File: src/rtl/wb_arb_if.sv
// Writeback arbiter bus: requester handshakes plus the register-file write port and FIFO pop.
// master is the arbiter side, slave is the surrounding pipeline.
interface wb_arb_if #(
    parameter int NREQ = 2,
    parameter int XLEN = 64,
    parameter int RAW  = 5
);
    logic [NREQ-1:0]      req_vld;
    logic [NREQ*RAW-1:0]  req_rd;
    logic [NREQ*XLEN-1:0] req_data;
    logic [NREQ-1:0]      req_rdy;
    logic                 flush_witf;
    logic                 witf_empty;
    logic                 wb_vld;
    logic [RAW-1:0]       wb_rd;
    logic [XLEN-1:0]      wb_data;
    logic                 wb_en;
    logic                 err;

    modport master (
        input  req_vld, req_rd, req_data, flush_witf, witf_empty,
        output req_rdy, wb_vld, wb_rd, wb_data, wb_en, err
    );

    modport slave (
        output req_vld, req_rd, req_data, flush_witf, witf_empty,
        input  req_rdy, wb_vld, wb_rd, wb_data, wb_en, err
    );
endinterface

File: src/rtl/wb_arb.sv
// Round-robin writeback arbiter with one registered output stage and flush masking.
// Define WB_ARB_PERF_EN to add saturating grant/conflict performance counters.
module wb_arb #(
    parameter int NREQ = 2,
    parameter int XLEN = 64,
    parameter int RAW  = 5
) (
    input  logic        clk,
    input  logic        rst,
    wb_arb_if.master    bus
`ifdef WB_ARB_PERF_EN
    ,
    output logic [31:0] perf_grant_cnt,
    output logic [31:0] perf_conflict_cnt
`endif
);

    localparam int IW = (NREQ > 1) ? $clog2(NREQ) : 1;

    logic [IW-1:0]   ptr_q, ptr_d;
    logic            outVld_q, outVld_d;
    logic [RAW-1:0]  rd_q, rd_d;
    logic [XLEN-1:0] data_q, data_d;
    logic            err_q, err_d;

    logic            found;
    logic [IW-1:0]   grantIdx;
    logic            handshake;

    // First requesting index at or after the pointer, wrapping around.
    always_comb begin
        found    = 1'b0;
        grantIdx = '0;
        for (int k = 0; k < NREQ; k++) begin
            if (!found && bus.req_vld[(int'(ptr_q) + k) % NREQ]) begin
                found    = 1'b1;
                grantIdx = IW'((int'(ptr_q) + k) % NREQ);
            end
        end
    end

    assign handshake   = found & ~bus.flush_witf;
    assign bus.req_rdy = handshake ? (NREQ'(1) << grantIdx) : '0;

    always_comb begin
        ptr_d    = ptr_q;
        outVld_d = handshake;
        rd_d     = rd_q;
        data_d   = data_q;
        err_d    = err_q;
        if (handshake) begin
            ptr_d  = (grantIdx == IW'(NREQ - 1)) ? '0 : grantIdx + IW'(1);
            rd_d   = bus.req_rd[int'(grantIdx)*RAW +: RAW];
            data_d = bus.req_data[int'(grantIdx)*XLEN +: XLEN];
            if (bus.witf_empty && !outVld_q) begin
                err_d = 1'b1;
            end
        end
    end

    always_ff @(posedge clk or negedge rst) begin
        if (!rst) begin
            ptr_q    <= '0;
            outVld_q <= 1'b0;
            rd_q     <= '0;
            data_q   <= '0;
            err_q    <= 1'b0;
        end else begin
            ptr_q    <= ptr_d;
            outVld_q <= outVld_d;
            rd_q     <= rd_d;
            data_q   <= data_d;
            err_q    <= err_d;
        end
    end

    // Flush masks the pop and the write in the same cycle; x0 is popped but never written.
    assign bus.wb_en   = outVld_q & ~bus.flush_witf;
    assign bus.wb_vld  = outVld_q & ~bus.flush_witf & (rd_q != '0);
    assign bus.wb_rd   = rd_q;
    assign bus.wb_data = data_q;
    assign bus.err     = err_q;

`ifdef WB_ARB_PERF_EN
    logic [31:0] grantCnt_q, conflictCnt_q;
    logic        conflict;

    assign conflict = ($countones(bus.req_vld) >= 2) && !bus.flush_witf;

    always_ff @(posedge clk or negedge rst) begin
        if (!rst) begin
            grantCnt_q    <= '0;
            conflictCnt_q <= '0;
        end else begin
            if (handshake && (grantCnt_q != '1)) begin
                grantCnt_q <= grantCnt_q + 32'd1;
            end
            if (conflict && (conflictCnt_q != '1)) begin
                conflictCnt_q <= conflictCnt_q + 32'd1;
            end
        end
    end

    assign perf_grant_cnt    = grantCnt_q;
    assign perf_conflict_cnt = conflictCnt_q;
`endif

endmodule
File: src/flat_wrapper.sv
// flat-port wrapper written by rule: the top's interface ports become plain ports
module wb_arb_flat 
#(
    parameter int NREQ = 2,
    parameter int XLEN = 64,
    parameter int RAW  = 5
)
  (clk, rst, bus_req_vld, bus_req_rd, bus_req_data, bus_flush_witf, bus_witf_empty, bus_req_rdy, bus_wb_vld, bus_wb_rd, bus_wb_data, bus_wb_en, bus_err);
  wb_arb_if #(.NREQ(NREQ), .XLEN(XLEN), .RAW(RAW)) bus_i ();
  input  logic clk;
  input  logic rst;
  input wire logic [$bits(bus_i.req_vld)-1:0] bus_req_vld;
  input wire logic [$bits(bus_i.req_rd)-1:0] bus_req_rd;
  input wire logic [$bits(bus_i.req_data)-1:0] bus_req_data;
  input wire logic [$bits(bus_i.flush_witf)-1:0] bus_flush_witf;
  input wire logic [$bits(bus_i.witf_empty)-1:0] bus_witf_empty;
  output wire logic [$bits(bus_i.req_rdy)-1:0] bus_req_rdy;
  output wire logic [$bits(bus_i.wb_vld)-1:0] bus_wb_vld;
  output wire logic [$bits(bus_i.wb_rd)-1:0] bus_wb_rd;
  output wire logic [$bits(bus_i.wb_data)-1:0] bus_wb_data;
  output wire logic [$bits(bus_i.wb_en)-1:0] bus_wb_en;
  output wire logic [$bits(bus_i.err)-1:0] bus_err;
  assign bus_i.req_vld = bus_req_vld;
  assign bus_i.req_rd = bus_req_rd;
  assign bus_i.req_data = bus_req_data;
  assign bus_i.flush_witf = bus_flush_witf;
  assign bus_i.witf_empty = bus_witf_empty;
  assign bus_req_rdy = bus_i.req_rdy;
  assign bus_wb_vld = bus_i.wb_vld;
  assign bus_wb_rd = bus_i.wb_rd;
  assign bus_wb_data = bus_i.wb_data;
  assign bus_wb_en = bus_i.wb_en;
  assign bus_err = bus_i.err;
  wb_arb #(.NREQ(NREQ), .XLEN(XLEN), .RAW(RAW)) u_core (.clk(clk), .rst(rst), .bus(bus_i));
endmodule
File: config.mk
export PLATFORM = sky130hd
export DESIGN_NAME = wb_arb_flat
export DESIGN_NICKNAME = d
export VERILOG_FILES = /design/src/rtl/wb_arb_if.sv /design/src/rtl/wb_arb.sv /design/src/flat_wrapper.sv
export SDC_FILE = /design/constraint.sdc
export NUM_CORES = 1
export LEC_CHECK = 0
export BUFFER_PORTS_ARGS = -buffer_cell sky130_fd_sc_hd__buf_4
export CAP_MARGIN = 20
export CORE_ASPECT_RATIO = 1.4
export CORE_UTILIZATION = 37
export DETAILED_ROUTE_END_ITERATION = 8
export PLACE_DENSITY = 0.76
export RECOVER_POWER = 50
export SYNTH_ARGS = -nofsm -noshare
export SYNTH_HDL_FRONTEND = slang
export SYNTH_SLANG_ARGS = --single-unit
File: constraint.sdc
create_clock -name clk -period 1.2 [get_ports clk]
set_input_delay 0.12 -clock clk [delete_from_list [all_inputs] [get_ports clk]]
set_output_delay 0.12 -clock clk [all_outputs]
set_load 0.1 [all_outputs]
==> results of run 1 <==
==> worst paths after layout <==
kind | startpoint | end | slack (ns)
min in group asynchronous | rst | u_core.bus.wb_data[3] | 0.45
setup / recovery | u_core.bus.wb_rd[2] | bus_wb_vld | -0.57
setup reg to reg | u_core.ptr_q | u_core.bus.wb_data[43] | -0.27
max in group asynchronous | rst | u_core.bus.wb_rd[0] | 0.21
hold reg to reg | u_core.bus.err | u_core.bus.err | 0.48
hold / removal | bus_req_data[78] | u_core.bus.wb_data[14] | 0.01
==> routing by layer <==
layer | vias up | share of wire | track usage
met3 | 24 | 0.066 | 0.06996
met5 | - | 0 | 0
met4 | 0 | 0.020 | 0.1083
li1 | 1449 | - | -
met2 | 153 | 0.56 | 0.4895
met1 | 1598 | 0.36 | 0.2883
==> cell families after synthesis <==
group / share of synthesized area
AND/OR/NAND/NOR: 0.1405
buffers and inverters: 0.05080
flip-flops: 0.5714
AO/OA/AOI/OAI: 0.2373
==> worst register-to-register path: cells and delay by family, from the launching register on <==
kind	cells	cell delay (ns)
compound gates	2	0.63
buf+inv	2	0.29
flops	1	0.44
==> layout by cell type (no fill, tap or decap), drive strengths merged <==
cell / Yosys / final
clkinv: 0 / 5
o21a: 1 / 1
and2: 69 / 69
a211oi: 1 / 1
a221o: 69 / 69
o21bai: 1 / 1
or4: 1 / 1
dlygate4sd3: 0 / 2
a21o: 1 / 1
buf: 15 / 254
o211a: 1 / 1
a31o: 1 / 1
clkbuf: 7 / 17
inv: 4 / 4
dfrtp: 72 / 72
bufinv: 0 / 1
nor2: 1 / 1
==> report_power, final <==
group,total [mW],internal [mW],switching (mW)
Sequential,3.06,2.85,0.204
Combinational,4.95,1.49,3.46
Clock,2.66,1.65,1.00
Total,10.7,6.00,4.67
==> timing repair <==
item                                    in CTS  in global routing
gates resized for setup                     40                 17
pin swaps                                   33                 20
endpoints found under the setup margin      77                 75
endpoints found under the hold margin       72                  1
hold buffers                                 1                  1
setup buffers                                8                 11
cloned                                      10                  6
==> through the flow <==
step	power, mW	hold slack (ns)	setup TNS, ns
3_3_place_gp	7.640	0.1624	-7.914
4_1_cts	10.65	0.002830	-17.14
5_1_grt	11.05	0.002246	-19.15
6_report	10.66	0.01050	-16.75
3_5_place_dp	7.690	0.1651	-9.224
2_1_floorplan	6.413	-0.1756	-6.575
==> cell type report <==
class | count | area (µm²) | share of cell area
timing repair buffer | 263 | 2444 | 0.4067
multi-input combinational | 146 | 1232 | 0.2051
inverter | 4 | 15.01 | 0.002499
clock inverter | 6 | 58.81 | 0.009788
clock buffer | 10 | 239.0 | 0.03978
tap | 102 | 127.6 | 0.02124
sequential | 72 | 1892 | 0.3149
==> registers in the layout (all words and copies together) (netlist names) <==
register            count
u_core.bus.err          1
u_core.bus.wb_data     64
u_core.outVld_q         1
u_core.ptr_q            1
u_core.bus.wb_rd        5
==> key figures, run 1 <==
Setup path
  • Critical path's largest stage delay: 0.54 ns
  • CP Capture Type: output pin
  • CP max FO: 2
  • CP cell instances: or4_4 -> o21a_4 -> buf_12
  • WP data required: 1.08 ns
  • Delay-heaviest family, CP: simple AND/OR/NAND/NOR gates
  • WP buf/inv: 1
  • Stages on the worst setup path: 3
  • Worst Setup Start Kind: flop
  • Crit-path slowest cell: or4_4
  • Number of cells on the worst reg-to-reg path: 4
  • Worst path arrival time: 1.65 ns
  • Worst Path Class, Setup: flop to output pin

Synth
  • Synth area leaders: dfrtp_1 57%, a221o_1 22%, and2_1 14%
  • Seq/Total Area, Yosys: 0.5714
  • Most frequent cells after synthesis: 72 x dfrtp_1, 69 x a221o_1, 69 x and2_1, 8 x buf_2
  • Share of the synthesized area in the top cell type: 0.5714
  • Mapped cell area: 3153 µm²
  • FF+latch count, synth: 72
  • Syn_area_per_cell: 12.92 µm²
  • Ys Warns: 0
  • Synth area leader: dfrtp_1
  • Syn nets: 388
  • Async SR Flop Fraction: 1.000
  • Post-synth EDFFs: 0
  • Mapped Cells: 244
  • Ys flop type: dfrtp_1
  • Count leader, synth: dfrtp_1
  • Synth unique cells: 16

Hold path
  • Hold-critical path depth: 2
  • Hold WC Path Type: input pin to flop

Layout
  • Post-route cell area: 6008 µm²
  • P&R area growth vs syn: 90.56%
  • Final Core Density: 0.7329
  • Final #Nets: 640
  • Layout cells sized above 1: 0.7086
  • Fill cell count: 562
  • Layout Cells excl Fill: 603
  • Antenna fix cells: 0

Run status
  • Failing checks: negative setup slack
  • Status: complete, but fails checks

CTS
  • H-tree levels: 3
  • Deepest clock path buffer count: 2
  • CTS tree: done
  • CTS Sinks: 72
  • CTS buffer count: 9
  • CTS root buf: clkbuf_16
  • Clock Latency Late Sink: 0.33 ns
  • Clk pin slew, worst setup/hold paths: 0.06 ns

GRT
  • Total global-route track usage: 0.2696
  • Gr ovfl total: 0
  • Vias in the first global route: 3432
  • First-pass GRT wire length: 17.85 mm
  • Antenna violations before repair: 0
  • Largest net degree at the start of global routing: 73

STA
  • Skew final: 0.008820 ns
  • Fin. Hold Viols: 0
  • Worst rel slew slack: 0.5569
  • Final setup margin: -0.5654 ns
  • Crit path time final: 1.765 ns
  • Final number of setup-violating endpoints: 73
  • Max frequency: 566.5 MHz
  • Worst-Margin Slew: 0.6647 ns
  • Final Max Slew Viols: 0
  • Period utilisation layout: 1.471
  • RSZ-0062 raised after global routing: true

Power and ir drop
  • Power density over the cells: 1775 nW/µm²
  • Worst vdd ir: 1.210 mV
  • Leakage: 2.850 nW

Placed design
  • I/O Buffers: 217
  • Setup WS pre-CTS: -0.3238 ns
  • Post-DP HPWL: 7.328 mm
  • Dpl cells: 558
  • Post-DP Area: 5102 µm²
  • GP Congestion: 0.7985

Drt
  • Initial DRC Count: 170
  • Vias post-DR: 3224
  • Per-cell routed wire length: 20.14 µm
  • Total Wirelength: 12.14 mm
  • DRT antenna net count: 0
  • DR DRC count: 0
  • Avg Vias per Cell: 5.347
  • DR pass1 iterations: 4

Floorplanning
  • Boundary pin count: 218
  • Row cnt: 39
  • Die area: 8900 µm²
  • Placeable Area: 8198 µm²
  • Die width: 80.02 µm
  • Initial core utilization: 0.3846
  • Die Span Y: 111.2 µm

Run
  • Max Cap Viol: 0
(Power assumes the default switching activity.)
==> run 2, diff against run 1 <==
--- a/config.mk
+++ b/config.mk
@@ -8,9 +8,9 @@
 export BUFFER_PORTS_ARGS = -buffer_cell sky130_fd_sc_hd__buf_4
 export CAP_MARGIN = 20
 export CORE_ASPECT_RATIO = 1.4
-export CORE_UTILIZATION = 37
+export CORE_UTILIZATION = 35
 export DETAILED_ROUTE_END_ITERATION = 8
-export PLACE_DENSITY = 0.76
+export PLACE_DENSITY = 0.72
 export RECOVER_POWER = 50
 export SYNTH_ARGS = -nofsm -noshare
 export SYNTH_HDL_FRONTEND = slang
==> key figures, run 2 (synthesized netlist as in run 1, its figures left out) <==
Run status
  • Status: complete, but fails checks
  • Failing checks: negative setup slack

Hold path
  • Hold WC Path Type: input pin to flop
  • Min-Delay Startpoint: bus_req_data[104]

Layout
  • Commonest cells after routing, fill and taps aside: 216 x buf_4, 69 x and2_1, 69 x a221o_1, 69 x dfrtp_2, 19 x buf_12
  • Post-route cell area: 5983 µm² (-0.42%)
  • Max FFs per register: 64 (unchanged)
  • Layout cells sized above 1: 0.7058 (-0.002817)
  • P&R area growth vs syn: 89.76%
  • Commonest non-fill, non-tap cell in the layout: buf_4
  • Fill cell count: 631 (+12%)
  • Antenna fix cells: 0 (unchanged)
  • Final Core Density: 0.6910 (-0.04187)
  • Final #Nets: 642 (+0.31%)

STA
  • Max frequency: 570.5 MHz (+0.71%)
  • Period utilisation layout: 1.461 (-0.01043)
  • Crit path time final: 1.753 ns (-0.01252 ns)
  • Worst-Margin Slew: 0.6565 ns (-0.008221 ns)
  • RSZ-0062 raised after global routing: true
  • Worst hold slack: 0.01697 ns (+0.006462 ns)
  • Final setup margin: -0.5528 ns (+0.01252 ns)
  • Final number of setup-violating endpoints: 73 (unchanged)
  • Setup tns final: -17.86 ns (-1.117 ns)
  • Worst rel slew slack: 0.5614 (+0.004577)
  • Skew final: 0.005760 ns (-0.003060 ns)
  • Final Max Slew Viols: 0 (unchanged)
  • Fin. Hold Viols: 0 (unchanged)

Drt
  • Per-cell routed wire length: 19.59 µm (-2.7%)
  • DRT antenna net count: 0 (unchanged)
  • Vias post-DR: 3176 (-1.5%)
  • DR DRC count: 0 (unchanged)
  • Avg Vias per Cell: 5.224 (-2.3%)
  • Total Wirelength: 11.91 mm (-1.9%)
  • Initial DRC Count: 172 (+1.2%)
  • DR pass1 iterations: 4 (unchanged)

Run
  • Max Cap Viol: 0 (unchanged)

Placed design
  • Setup WS pre-CTS: -0.3319 ns (-0.008035 ns)
  • Post-DP Area: 5149 µm² (+0.91%)
  • GP Congestion: 0.7451 (-6.7%)
  • I/O Buffers: 217 (unchanged)
  • Post-DP HPWL: 7.407 mm (+1.1%)

GRT
  • Antenna violations before repair: 0 (unchanged)
  • GRT Max-Usage Layer: met2
  • Gr ovfl total: 0 (unchanged)
  • M2 GR Usage: 0.4501 (-0.03932)
  • First-pass GRT wire length: 17.02 mm (-4.7%)
  • Vias in the first global route: 3385 (-1.4%)
  • Met3 usage: 0.04542 (-0.02454)
  • Total global-route track usage: 0.2488 (-0.02081)
  • Largest net degree at the start of global routing: 73 (unchanged)
  • GRT met1 Usage: 0.2743 (-0.01403)

CTS
  • Clk pin slew, worst setup/hold paths: 0.06 ns (about the same)
  • Deepest clock path buffer count: 2 (unchanged)
  • CTS Sinks: 72 (unchanged)
  • CTS root buf: clkbuf_16
  • CTS buffer count: 9 (unchanged)
  • CTS tree: done
  • H-tree levels: 3 (unchanged)
  • Clock Latency Late Sink: 0.33 ns (about the same)

Setup path
  • Worst R2R Start: u_core.ptr_q
  • Worst path arrival time: 1.63 ns (-0.02 ns)
  • WP buf/inv: 1 (unchanged)
  • CP Capture Type: output pin
  • Worst Path Class, Setup: flop to output pin
  • WP data required: 1.08 ns (about the same)
  • CP cell instances: or4_4 -> o21a_4 -> buf_12
  • Worst Setup SP: u_core.bus.wb_rd[4]
  • Crit-path slowest cell: or4_4
  • R2R Setup Slk: -0.29 ns (-0.02 ns)
  • Delay-heaviest family, CP: simple AND/OR/NAND/NOR gates
  • CP max FO: 2 (unchanged)
  • Critical path's largest stage delay: 0.53 ns (about the same)
  • Worst Setup Start Kind: flop

Floorplanning
  • Placeable Area: 8658 µm² (+5.6%)
  • Die Span Y: 114.3 µm (+2.8%)
  • Boundary pin count: 218 (unchanged)
  • Initial core utilization: 0.3642 (-0.02045)
  • Die width: 82.22 µm (+2.7%)
  • Row cnt: 40 (+2.6%)
  • Die area: 9397 µm² (+5.6%)

Power and ir drop
  • Leakage: 2.841 nW (-0.33%)
  • Worst vdd ir: 1.038 mV (-14%)
  • Power density over the cells: 1737 nW/µm² (-2.1%)
==> run 2: cell count changes in the layout (fill, tap and decap cells not counted), sizes merged <==
cell and change:
clkinv -1, dlygate4sd3 -1, buf +5, bufinv -1
==> run 2: where the power goes <==
part           internal, mW  switching, mW  leakage, nW
combinational          1.49           3.46         1.90
sequential             2.85          0.206        0.802
clock                  1.44          0.948        0.136
total                  5.78           4.61         2.84
==> run 2: what timing repair did <==
item                                   in CTS  in global routing
buffers inserted                            9                 11
setup endpoints to repair                  77                 75
hold buffers                                1                  0
gates cloned                                7                  6
endpoints found under the hold margin      72                  0
gates resized for setup                    39                 17
pin swaps                                  72                 11
==> run 2: metrics by stage <==
stage	instances	total power, mW
CTS	598	10.40
floorplan	244	6.413
detailed placement	565	7.725
finish	608	10.39
global route	608	10.75
global placement	565	7.668
==> run 2: cell type report <==
cell class / count / area [µm²] / share of cell area
Inverter: 4 / 15.01 / 0.002509
Tap cell: 105 / 131.4 / 0.02196
Multi-Input combinational cell: 146 / 1221 / 0.2041
Sequential cell: 72 / 1892 / 0.3162
Clock buffer: 12 / 246.5 / 0.04120
Timing Repair Buffer: 265 / 2457 / 0.4107
Clock inverter: 4 / 20.02 / 0.003346
==> run 2: per-layer routing <==
layer | share of wire | wire length (µm) | up-vias
met5 | 0 | 0 | -
met4 | 0.033 | 393 | 0
met3 | 0.053 | 633 | 24
met2 | 0.55 | 6513 | 141
met1 | 0.37 | 4370 | 1556
li1 | - | - | 1455
==> run 2: path summary, 6_finish.rpt <==
check,endpoint,cells past startpoint
worst min-delay path,u_core.bus.wb_data[40],2
worst max register to register,u_core.bus.wb_rd[4],4
worst min register to register,u_core.bus.err,1
worst max-delay path,bus_wb_vld,3
max in group asynchronous,u_core.bus.wb_rd[0],3
min in group asynchronous,u_core.bus.wb_data[6],3
==> run 3, diff against run 2 <==
--- a/config.mk
+++ b/config.mk
@@ -12,6 +12,7 @@
 export DETAILED_ROUTE_END_ITERATION = 8
 export PLACE_DENSITY = 0.72
 export RECOVER_POWER = 50
+export REMOVE_ABC_BUFFERS = 1
 export SYNTH_ARGS = -nofsm -noshare
 export SYNTH_HDL_FRONTEND = slang
 export SYNTH_SLANG_ARGS = --single-unit
==> key figures, run 3 (synthesized netlist as in run 1, its figures left out) <==
Floorplanning
  • Placeable Area: 8658 µm² (unchanged)
  • Initial core utilization: 0.3642 (unchanged)
  • Die Span Y: 114.3 µm (unchanged)
  • Boundary pin count: 218 (unchanged)
  • Die width: 82.22 µm (unchanged)
  • Die area: 9397 µm² (unchanged)
  • Row cnt: 40 (unchanged)

Setup path
  • CP cell instances: or4_1 -> o21a_1 -> buf_6
  • CP max FO: 2 (unchanged)
  • Crit-path slowest cell: or4_1
  • Critical path's largest stage delay: 0.52 ns (about the same)
  • WP data required: 1.08 ns (about the same)
  • Worst Path Class, Setup: flop to output pin
  • Worst Setup Start Kind: flop
  • Worst path arrival time: 1.58 ns (-0.05 ns)
  • Delay-heaviest family, CP: simple AND/OR/NAND/NOR gates
  • WP buf/inv: 1 (unchanged)
  • CP Capture Type: output pin

CTS
  • Deepest clock path buffer count: 2 (unchanged)
  • CTS buffer count: 9 (unchanged)
  • H-tree levels: 3 (unchanged)
  • CTS Sinks: 72 (unchanged)
  • CTS tree: done
  • CTS root buf: clkbuf_16
  • Clk pin slew, worst setup/hold paths: 0.06 ns (about the same)
  • Clock Latency Late Sink: 0.32 ns (about the same)

Layout
  • Final #Nets: 630 (-1.9%)
  • Commonest cells after routing, fill and taps aside: 215 x buf_4, 71 x dfrtp_1, 69 x and2_1, 69 x a221o_1, 16 x buf_12
  • Fill cell count: 662 (+4.9%)
  • Register area: 1803 µm² (-4.7%)
  • Antenna fix cells: 0 (unchanged)
  • Layout cells sized above 1: 0.5551 (-0.1507)
  • Multi-input gate area in the final layout: 1210 µm² (-0.92%)
  • Max FFs per register: 64 (unchanged)
  • Commonest non-fill, non-tap cell in the layout: buf_4
  • P&R area growth vs syn: 81.55%
  • Post-route cell area: 5724 µm² (-4.3%)

STA
  • Final setup margin: -0.5000 ns (+0.05288 ns)
  • Fin. Hold Viols: 0 (unchanged)
  • Max frequency: 588.2 MHz (+3.1%)
  • Worst rel slew slack: 0.5603 (-0.001102)
  • Worst-Margin Slew: 0.6581 ns (+0.001650 ns)
  • Worst hold slack: 0.01667 ns (-0.0002916 ns)
  • Setup tns final: -15.26 ns (+2.609 ns)
  • Final number of setup-violating endpoints: 73 (unchanged)
  • RSZ-0062 raised after global routing: true
  • Crit path time final: 1.700 ns (-0.05288 ns)
  • Skew final: 0.005902 ns (+0.0001416 ns)
  • Period utilisation layout: 1.417 (-0.04407)
  • Final Max Slew Viols: 0 (unchanged)

GRT
  • Largest net degree at the start of global routing: 40 (-45%)
  • Antenna violations before repair: 0 (unchanged)
  • Met3 usage: 0.04223 (-0.003187)
  • First-pass GRT wire length: 15.88 mm (-6.7%)
  • Vias in the first global route: 3217 (-5.0%)
  • GRT Max-Usage Layer: met2
  • Total global-route track usage: 0.2310 (-0.01779)
  • M2 GR Usage: 0.3939 (-0.05620)
  • GRT met1 Usage: 0.2642 (-0.01003)
  • Gr ovfl total: 0 (unchanged)

Run
  • Max Cap Viol: 0 (unchanged)

Drt
  • DR DRC count: 0 (unchanged)
  • Total Wirelength: 10.84 mm (-9.0%)
  • Per-cell routed wire length: 18.22 µm (-7.0%)
  • Initial DRC Count: 145 (-16%)
  • DR pass1 iterations: 4 (unchanged)
  • Avg Vias per Cell: 5.282 (+1.1%)
  • DRT antenna net count: 0 (unchanged)
  • Vias post-DR: 3143 (-1.0%)

Power and ir drop
  • Power density over the cells: 1835 nW/µm² (+5.6%)
  • Combinational share of power: 0.457 (-0.019)
  • Psw: 4.557 mW (-1.1%)
  • Leakage: 2.847 nW (+0.19%)
  • P_int: 5.947 mW (+2.8%)
  • Sequential share of power: 0.285 (-0.009)
  • Clock power share: 0.258 (+0.028)
  • Worst vdd ir: 1.335 mV (+29%)
  • Power Total: 10.50 mW (+1.1%)
  • Sw Share: 0.4338 (-0.009669)

Hold path
  • Hold WC Path Type: input pin to flop

Run status
  • Failing checks: negative setup slack
  • Status: complete, but fails checks

Placed design
  • I/O Buffers: 217 (unchanged)
  • Setup WS pre-CTS: -0.2050 ns (+0.1268 ns)
  • Post-DP HPWL: 7.426 mm (+0.25%)
  • Post-DP Area: 5011 µm² (-2.7%)
  • GP Congestion: 0.7823 (+5.0%)
-- run 3: changes by cell type in the layout (fill, tap and decap cells not counted), sizes merged --
cell,previous run,this run
clkinv,4,2
clkbuf,17,18
buf,259,246
bufinv,0,1
-- run 3: final timing paths --
check | start | endpoint | slack (ns) | cells past startpoint
max | u_core.bus.wb_rd[0] | bus_wb_vld | -0.50 | 3
min | bus_req_data[113] | u_core.bus.wb_data[49] | 0.02 | 2
max reg2reg | u_core.ptr_q | u_core.bus.wb_data[29] | -0.26 | 6
min reg2reg | u_core.bus.err | u_core.bus.err | 0.48 | 1
max in group asynchronous | rst | u_core.bus.wb_data[55] | 0.19 | 3
min in group asynchronous | rst | u_core.bus.wb_data[61] | 0.30 | 2
-- run 3: power groups by stage --
stage          combinational, mW  sequential [mW]  clock (mW)
6_report                    4.80             2.99        2.71
3_5_place_dp                4.62             3.01           0
5_1_grt                     4.95             3.03        2.87
4_1_cts                     4.79             2.99        2.77
2_1_floorplan              0.656             5.60           0
3_3_place_gp                4.57             3.01           0
-- run 3: area by class of cell --
type	count	share of cell area
multi-input cells	146	0.2114
clock inverters	3	0.006995
flip-flops and latches	72	0.3150
well taps	105	0.02295
inverters	4	0.002623
clock buffers	12	0.04656
repair buffers	253	0.3945
-- run 3: per-layer routing --
metal / share of wire / wire length [µm] / vias up
met3: 0.066 / 717 / 30
met1: 0.37 / 3970 / 1536
met5: 0 / 0 / -
li1: - / - / 1421
met2: 0.53 / 5787 / 156
met4: 0.034 / 366 / 0
-- run 3: through the flow --
step	util	std cells
4_1_cts	0.6540	590
2_1_floorplan	-	222
3_5_place_dp	0.5788	561
5_1_grt	0.6611	595
6_report	0.6611	595
3_3_place_gp	0.5788	561
-- run 3: timing repair --
action,CTS,global route
pin swaps,39,34
hold endpoints to repair,72,0
hold buffers,1,0
resized for setup,30,16
buffers inserted,9,5
setup endpoints to repair,75,76
gates cloned,5,4
